`src/rtl/oam_dma.sv`:
```
// OAM DMA engine: a write to IO register 7'h46 copies 160 bytes from {src_eff, 8'h00..8'h9F}
// into OAM at one byte every 4 clocks. Build macro OAM_DMA_ECHO_MAP_EN folds echo-RAM sources.
module oam_dma (
   input  logic        clk,
   input  logic        reset_n,
   input  logic [6:0]  ctrl_addr,
   input  logic        ctrl_enable,
   input  logic        ctrl_write,
   input  logic [7:0]  ctrl_data_in,
   output logic [7:0]  ctrl_data_out,
   output logic [15:0] bus_addr,
   output logic        bus_read,
   input  logic [7:0]  bus_data_in,
   output logic [7:0]  oam_addr,
   output logic        oam_enable,
   output logic        oam_write,
   output logic [7:0]  oam_data_out,
   output logic        active
);

   localparam logic [6:0] DMA_REG_ADDR = 7'h46;
   localparam logic [7:0] LAST_INDEX   = 8'd159;

   typedef enum logic [1:0] {
      ST_IDLE  = 2'd0,
      ST_START = 2'd1,
      ST_XFER  = 2'd2
   } state_t;

   // Complete sequencer state in one struct so checkers can bind to a single signal.
   typedef struct packed {
      state_t     state;
      logic [1:0] phase;
      logic [7:0] index;
   } fsm_t;

   fsm_t        fsm_q, fsm_d;
   logic [7:0]  src_q, src_d;
   logic [7:0]  ctrl_data_out_q, ctrl_data_out_d;
   logic [15:0] bus_addr_q, bus_addr_d;
   logic        bus_read_q, bus_read_d;
   logic [7:0]  oam_addr_q, oam_addr_d;
   logic        oam_enable_q, oam_enable_d;
   logic        oam_write_q, oam_write_d;
   logic [7:0]  oam_data_q, oam_data_d;
   logic        active_q, active_d;

   logic        trigger;
   logic        reg_read;
   logic [7:0]  src_eff;

`ifdef OAM_DMA_ECHO_MAP_EN
   assign src_eff = (src_q >= 8'hE0) ? (src_q - 8'h20) : src_q;
`else
   assign src_eff = src_q;
`endif

   always_comb begin
      trigger  = ctrl_enable && ctrl_write && (ctrl_addr == DMA_REG_ADDR);
      reg_read = ctrl_enable && !ctrl_write && (ctrl_addr == DMA_REG_ADDR);
   end

   // Sequencer: START burns 4 clocks, then each slot walks phases 0..3.
   always_comb begin
      fsm_d = fsm_q;
      if (trigger) begin
         fsm_d.state = ST_START;
         fsm_d.phase = 2'd0;
         fsm_d.index = 8'd0;
      end else begin
         case (fsm_q.state)
            ST_IDLE: begin
               fsm_d = fsm_q;
            end
            ST_START: begin
               fsm_d.phase = fsm_q.phase + 2'd1;
               if (fsm_q.phase == 2'd3) begin
                  fsm_d.state = ST_XFER;
                  fsm_d.index = 8'd0;
               end
            end
            ST_XFER: begin
               fsm_d.phase = fsm_q.phase + 2'd1;
               if (fsm_q.phase == 2'd3) begin
                  if (fsm_q.index == LAST_INDEX) begin
                     fsm_d.state = ST_IDLE;
                     fsm_d.index = 8'd0;
                  end else begin
                     fsm_d.index = fsm_q.index + 8'd1;
                  end
               end
            end
            default: begin
               fsm_d.state = ST_IDLE;
               fsm_d.phase = 2'd0;
               fsm_d.index = 8'd0;
            end
         endcase
      end
   end

   // Outputs are registered from the next state so each strobe lines up with its phase cycle.
   always_comb begin
      src_d           = trigger ? ctrl_data_in : src_q;
      ctrl_data_out_d = reg_read ? src_q : ctrl_data_out_q;

      bus_read_d = (fsm_d.state == ST_XFER) && (fsm_d.phase == 2'd0);
      bus_addr_d = bus_read_d ? {src_eff, fsm_d.index} : bus_addr_q;

      oam_enable_d = (fsm_d.state == ST_XFER) && (fsm_d.phase == 2'd2);
      oam_write_d  = oam_enable_d;
      oam_addr_d   = oam_enable_d ? fsm_d.index : oam_addr_q;

      // Source byte arrives the cycle after bus_read; grab it at the end of phase 1.
      oam_data_d = ((fsm_q.state == ST_XFER) && (fsm_q.phase == 2'd1)) ? bus_data_in : oam_data_q;

      active_d = (fsm_d.state != ST_IDLE);
   end

   always_ff @(posedge clk) begin
      if (!reset_n) begin
         fsm_q.state     <= ST_IDLE;
         fsm_q.phase     <= 2'd0;
         fsm_q.index     <= 8'd0;
         src_q           <= 8'h00;
         ctrl_data_out_q <= 8'h00;
         bus_addr_q      <= 16'h0000;
         bus_read_q      <= 1'b0;
         oam_addr_q      <= 8'h00;
         oam_enable_q    <= 1'b0;
         oam_write_q     <= 1'b0;
         oam_data_q      <= 8'h00;
         active_q        <= 1'b0;
      end else begin
         fsm_q           <= fsm_d;
         src_q           <= src_d;
         ctrl_data_out_q <= ctrl_data_out_d;
         bus_addr_q      <= bus_addr_d;
         bus_read_q      <= bus_read_d;
         oam_addr_q      <= oam_addr_d;
         oam_enable_q    <= oam_enable_d;
         oam_write_q     <= oam_write_d;
         oam_data_q      <= oam_data_d;
         active_q        <= active_d;
      end
   end

   assign ctrl_data_out = ctrl_data_out_q;
   assign bus_addr      = bus_addr_q;
   assign bus_read      = bus_read_q;
   assign oam_addr      = oam_addr_q;
   assign oam_enable    = oam_enable_q;
   assign oam_write     = oam_write_q;
   assign oam_data_out  = oam_data_q;
   assign active        = active_q;

endmodule

```
`config.mk`:
```
export PLATFORM = sky130hd
export DESIGN_NAME = oam_dma
export DESIGN_NICKNAME = d
export VERILOG_FILES = /design/src/rtl/oam_dma.sv
export SDC_FILE = /design/constraint.sdc
export NUM_CORES = 1
export LEC_CHECK = 0
export CORE_MARGIN = 2
export CORE_UTILIZATION = 45
export CTS_CLUSTER_SIZE = 12
export DETAILED_ROUTE_END_ITERATION = 7
export DONT_BUFFER_PORTS = 1
export PLACE_DENSITY_LB_ADDON = 0.2
export SETUP_SLACK_MARGIN = 0.02
export SLEW_MARGIN = 20
export SYNTH_ARGS = -nofsm -noshare
export SYNTH_HDL_FRONTEND = slang
export SYNTH_SLANG_ARGS = --single-unit
```
`constraint.sdc`:
```
create_clock -name clk -period 2.1 [get_ports clk]
set_input_delay 0.315 -clock clk [delete_from_list [all_inputs] [get_ports clk]]
set_output_delay 0.315 -clock clk [all_outputs]
set_load 0.005 [all_outputs]
```
# ---- After elaboration in Yosys (flattened, before gate mapping)
# Index checks and enable logic that the tools add are counted.
dict set report word_totals {
  ff_bits 63
  output_inout_bits 44
  wordCells 40
}
dict set report classes {
  add_sub_neg 2
  n_eq_ne 8
  muxes 8
  n_reduce_logical 11
}
# operator n
set ops {}
lappend ops {{12-bit one-hot mux with 3 select lines} 1}
lappend ops {{8-bit 2-to-1 mux} 3}
lappend ops {{12-bit 2-to-1 mux} 1}
lappend ops {{8-bit by 1-bit adder with 8-bit output, second input constant} 1}
lappend ops {{2-bit == test, second input constant} 4}
lappend ops {{8-bit == test, second input constant} 1}
lappend ops {{7-bit == test, second input constant} 1}
lappend ops {{1-bit logical AND} 7}
lappend ops {{2-bit 2-to-1 mux} 3}
lappend ops {{2-bit by 1-bit == test with 1-bit output, second input constant} 2}
lappend ops {{2-bit logical NOT} 2}
lappend ops {{2-bit by 1-bit adder with 2-bit output, second input constant} 1}
lappend ops {{2-bit nonzero test} 1}
lappend ops {{1-bit logical NOT} 1}

# ---- Depth between registers and ports, before layout
dict set report logic_depth {
  word_depth 7
  mapped_depth 8
  depth_no_buf 7
}

# ---- Worst setup path before layout
# No wires, ideal clock.
dict set report synth_timing {
  path_type {in2reg}
  startpoint {input ctrl_addr[0]}
  endpoint {register bus_addr_q[0] (netlist: bus_addr[0])}
  setup_ns 0.128
  arrival_time_ns 1.852
  required_time_ns 1.972
  path_slack_ns 0.120
  stages 7
  path_buffers 2
  path_cell_list {or4b_4 > or3_4 > buf_6 > o2111ai_2 > buf_6 > mux2i_1 > nor2_1}
}
dict set report synth_between {
  elab_chain_cells 5
  word_cells_on_any_way 6
}
# item line
set synth_lines {}
lappend synth_lines {{start: declaration} 6} ;# input logic [6:0] ctrl_addr,
lappend synth_lines {{7-bit == test *} 59} ;# trigger = ctrl_enable && ctrl_write && (ctrl_addr == DMA_REG_ADDR);
lappend synth_lines {{1-bit logical AND *} 59}
lappend synth_lines {{12-bit 2-to-1 mux *} 66} ;# if (trigger) begin
lappend synth_lines {{2-bit == test / 2-bit logical NOT (equally long branches)} 107} ;# bus_read_d = (fsm_d.state == ST_XFER) && (fsm_d.phase == 2'd0);
lappend synth_lines {{1-bit logical AND} 107}
lappend synth_lines {{end signal: assignment} 138} ;# bus_addr_q <= bus_addr_d;
lappend synth_lines {{end: declaration} 40} ;# logic [15:0] bus_addr_q, bus_addr_d;
# Mark *: on every way between the ends. The rest lies on a longest branch, timed or not.
# A chain may end at the register's enable or synchronous reset.

# ---- Worst setup path after layout
dict set report layout_timing {
  startpoint {register fsm_q[9] in the netlist's numbering}
  endpoint {register bus_addr_q[7] (netlist: bus_addr[7])}
}
dict set report layout_between {
  elab_chain_cells 6
  word_cells_on_any_way 11
}
# item line
set layout_lines {}
lappend layout_lines {{start: declaration} 37} ;# fsm_t fsm_q, fsm_d;
lappend layout_lines {{start signal: assignment} 135} ;# fsm_q <= fsm_d;
lappend layout_lines {{2-bit == test} {77, 84}}
lappend layout_lines {{2-bit 2-to-1 mux, on equally long branches} {84, 77}}
lappend layout_lines {{12-bit one-hot mux with 3 select lines *} 71} ;# case (fsm_q.state)
lappend layout_lines {{12-bit 2-to-1 mux *} 66}
lappend layout_lines {{2-bit == test} 107}
lappend layout_lines {{1-bit logical AND} 107}
# Marks and branches as above.

==> metrics.txt <==
Routed Antenna Nets 0; Die Ht 79.9 µm; Crit Path Category reg2reg; Mapped Nets 324; Critical Path Start Type flop; fraction of layout cells with a size suffix above 1 13.8%; Clock Path Buffers 2; initial antenna violation count 0; I/O pins 71; Power Density 793 mW/mm²; DRC viols 0; gpl congestion 0.806; PortBufs 0; Async SR Flop Fraction 0%; Post-Route Setup TNS 0 ns; Mapped Area 0.00259 mm²; outcome finished, final reports clean; crit path DAT 2.19 ns; total gr overflow 0; Detail Placement HPWL 4030 µm; DR WL/cell 14.7 µm; worst slew pin tran 0.537 ns; pre-CTS setup slack 0.0754 ns; Detailed Route Iter0 Violations 111; Synth area leaders dfxtp_1, mux2i_1, nand2_1; ys flop type dfxtp_1; drt first pass iters 4; FP Rows 27; Synth Register Bits 63; CTS tree built; Critical Path RT 2.36 ns; Leakage 1.16 nW; CTS Root Cell clkbuf_8; final count of hold timing violations 0; area growth from synthesis to layout 14.7%; Die Area 0.00638 mm²; H-tree Lvls 3; Ant. Diodes 0; initial core utilization 46.8%; vias in the first global route 1920; first-pass GRT wire length 9190 µm; Synthesis Warnings 0; Skew-Pair Late Insertion Delay 0.34 ns; gr usage total 18.8%; syn avg cell area 8.82 µm²; crit path time final 1.93 ns; Maximum Capacitance Violations 0; worst hold path type in2reg; Reg clk slew, reported paths 0.07 ns; worst vdd ir 0.000514 V; Synth top area share 48.6%; sequential area share after synthesis 48.6%; Final Cycle Share 92.1%; Post-synth EDFFs 0; CTS Hold Bufs 0; Worst Clk Skew 0.00592 ns; CP endpoint kind flop; Max Freq 0.517 GHz; die width 79.9 µm; WL final 5650 µm; Gate Count Post-Synth 294; post-synth cell types 40; nets 336; RSZ-0062 raised after global routing false; largest net degree at the start of global routing 20; Core Region 0.00554 mm²; CTS sink cnt 63; Slew Viols, Final 0; DR vias 2026; vias per std cell 5.29; Finish-stage setup viols 0; Synth area leader dfxtp_1; post-route worst setup slack 0.166 ns; Slew HR 64.0%; crit-path max FO 17; total CTS buffers 9
-- layout by cell type, fill, tap and decap left out, types with 3 or more instances in the layout --
cell type	count
dfxtp_1	63
nand2_1	37
nor2_1	30
a21oi_1	24
mux2i_1	21
nand3_1	20
buf_4	19
o21ai_0	15
inv_1	10
clkbuf_8	9
nor2b_1	7
nand4_1	4
o31ai_1	4
nor3_1	3
a31oi_1	3
-- worst paths after layout --
kind | depth (start not counted) | slack [ns] | from | to
worst max-delay path | 8 | 0.17 | fsm_q[9]$_SDFF_PN0_ | bus_addr[7]$_SDFFE_PN0P_
worst min-delay path | 2 | 0.09 | reset_n | fsm_q[4]$_SDFF_PN0_
worst max register to register | 8 | 0.17 | fsm_q[9]$_SDFF_PN0_ | bus_addr[7]$_SDFFE_PN0P_
worst min register to register | 2 | 0.47 | src_eff[0]$_SDFFE_PN0P_ | src_eff[0]$_SDFFE_PN0P_
-- synthesized netlist by cell type (3+ instances only) --
master / number
mux2i_1: 21
nor2_1: 30
clkbuf_1: 14
nand2_1: 37
o21ai_0: 15
nor3_1: 3
ha_1: 3
a31oi_1: 3
nand3_1: 20
inv_1: 10
nor2b_1: 7
o31ai_1: 4
nand4_1: 4
buf_6: 3
dfxtp_1: 63
a21oi_1: 24
-- flip-flops by register name (all words and copies together), names as in the netlist --
| register | cells |
|---|---|
| bus_addr | 16 |
| fsm_q | 12 |
| ctrl_data_out | 8 |
| oam_addr | 8 |
| oam_data_out | 8 |
| src_eff | 8 |
| active | 1 |
| bus_read | 1 |
| oam_write | 1 |
-- per-layer routing --
layer | GRT usage, % | share of wire [%] | wire length (µm)
met3 | 8.48 | 8.0 | 454
met5 | 0 | 0 | 0
met4 | 7.80 | 1.6 | 92
met2 | 28.2 | 46 | 2590
met1 | 23.5 | 45 | 2510
-- what timing repair did --
item	CTS	global route
setup endpoints to repair	0	9
hold endpoints to repair	0	0
gates resized for setup	0	2
setup buffers	0	0
-- stage by stage --
| stage | total power [W] | hold slack (ns) | instance area [µm²] | instances | util [%] |
|---|---|---|---|---|---|
| detailed placement | 0.00125 | 0.443 | 2750 | 367 | 49.6 |
| CTS | 0.00239 | 0.0774 | 2960 | 383 | 53.4 |
| global route | 0.00245 | 0.0790 | 2970 | 383 | 53.7 |
| floorplan | 0.00125 | 0.448 | 2590 | 294 | - |
| finish | 0.00236 | 0.0933 | 2970 | 383 | 53.7 |
| global placement | 0.00125 | 0.439 | 2750 | 367 | 49.6 |
-- kinds of logic (layout without fill, tap and decap cells) --
| logic type | after synthesis | in the layout | share of synthesized area, % |
|---|---|---|---|
| DFF | 63 | 63 | 48.6 |
| AOI/OAI and AO/OA | 59 | 59 | 14.2 |
| xor gates and xnor gates | 1 | 1 | 0.338 |
| buffers and inverters | 30 | 47 | 5.41 |
| muxes | 21 | 21 | 8.11 |
| adders and majority gates | 3 | 3 | 1.45 |
| and+or+nand+nor | 117 | 117 | 21.9 |
-- cell type report --
class	instances	area, µm²
inverter	11	41.3
clock inverter	6	85.1
timing repair buffer	20	163
sequential	63	1260
tap	72	90.1
fill	531	2570
multi-input combinational	201	1200
clock buffer	10	128
-- where the power goes --
part	switching [W]	internal (W)
clock	0.000470	0.000664
combinational	0.0000192	0.00000819
sequential	0.000000341	0.00119
total	0.000490	0.00187
-- worst max-delay path, stage by stage, from the launching register on --
cell	delay, ns
dfxtp_1	0.34
inv_1	0.05
ha_1	0.28
nor2b_1	0.05
o31ai_1	0.36
o2111ai_2	0.23
buf_12	0.22
nor2b_1	0.14
a211oi_2	0.17
Note: power is estimated with default switching activity, not from simulation.
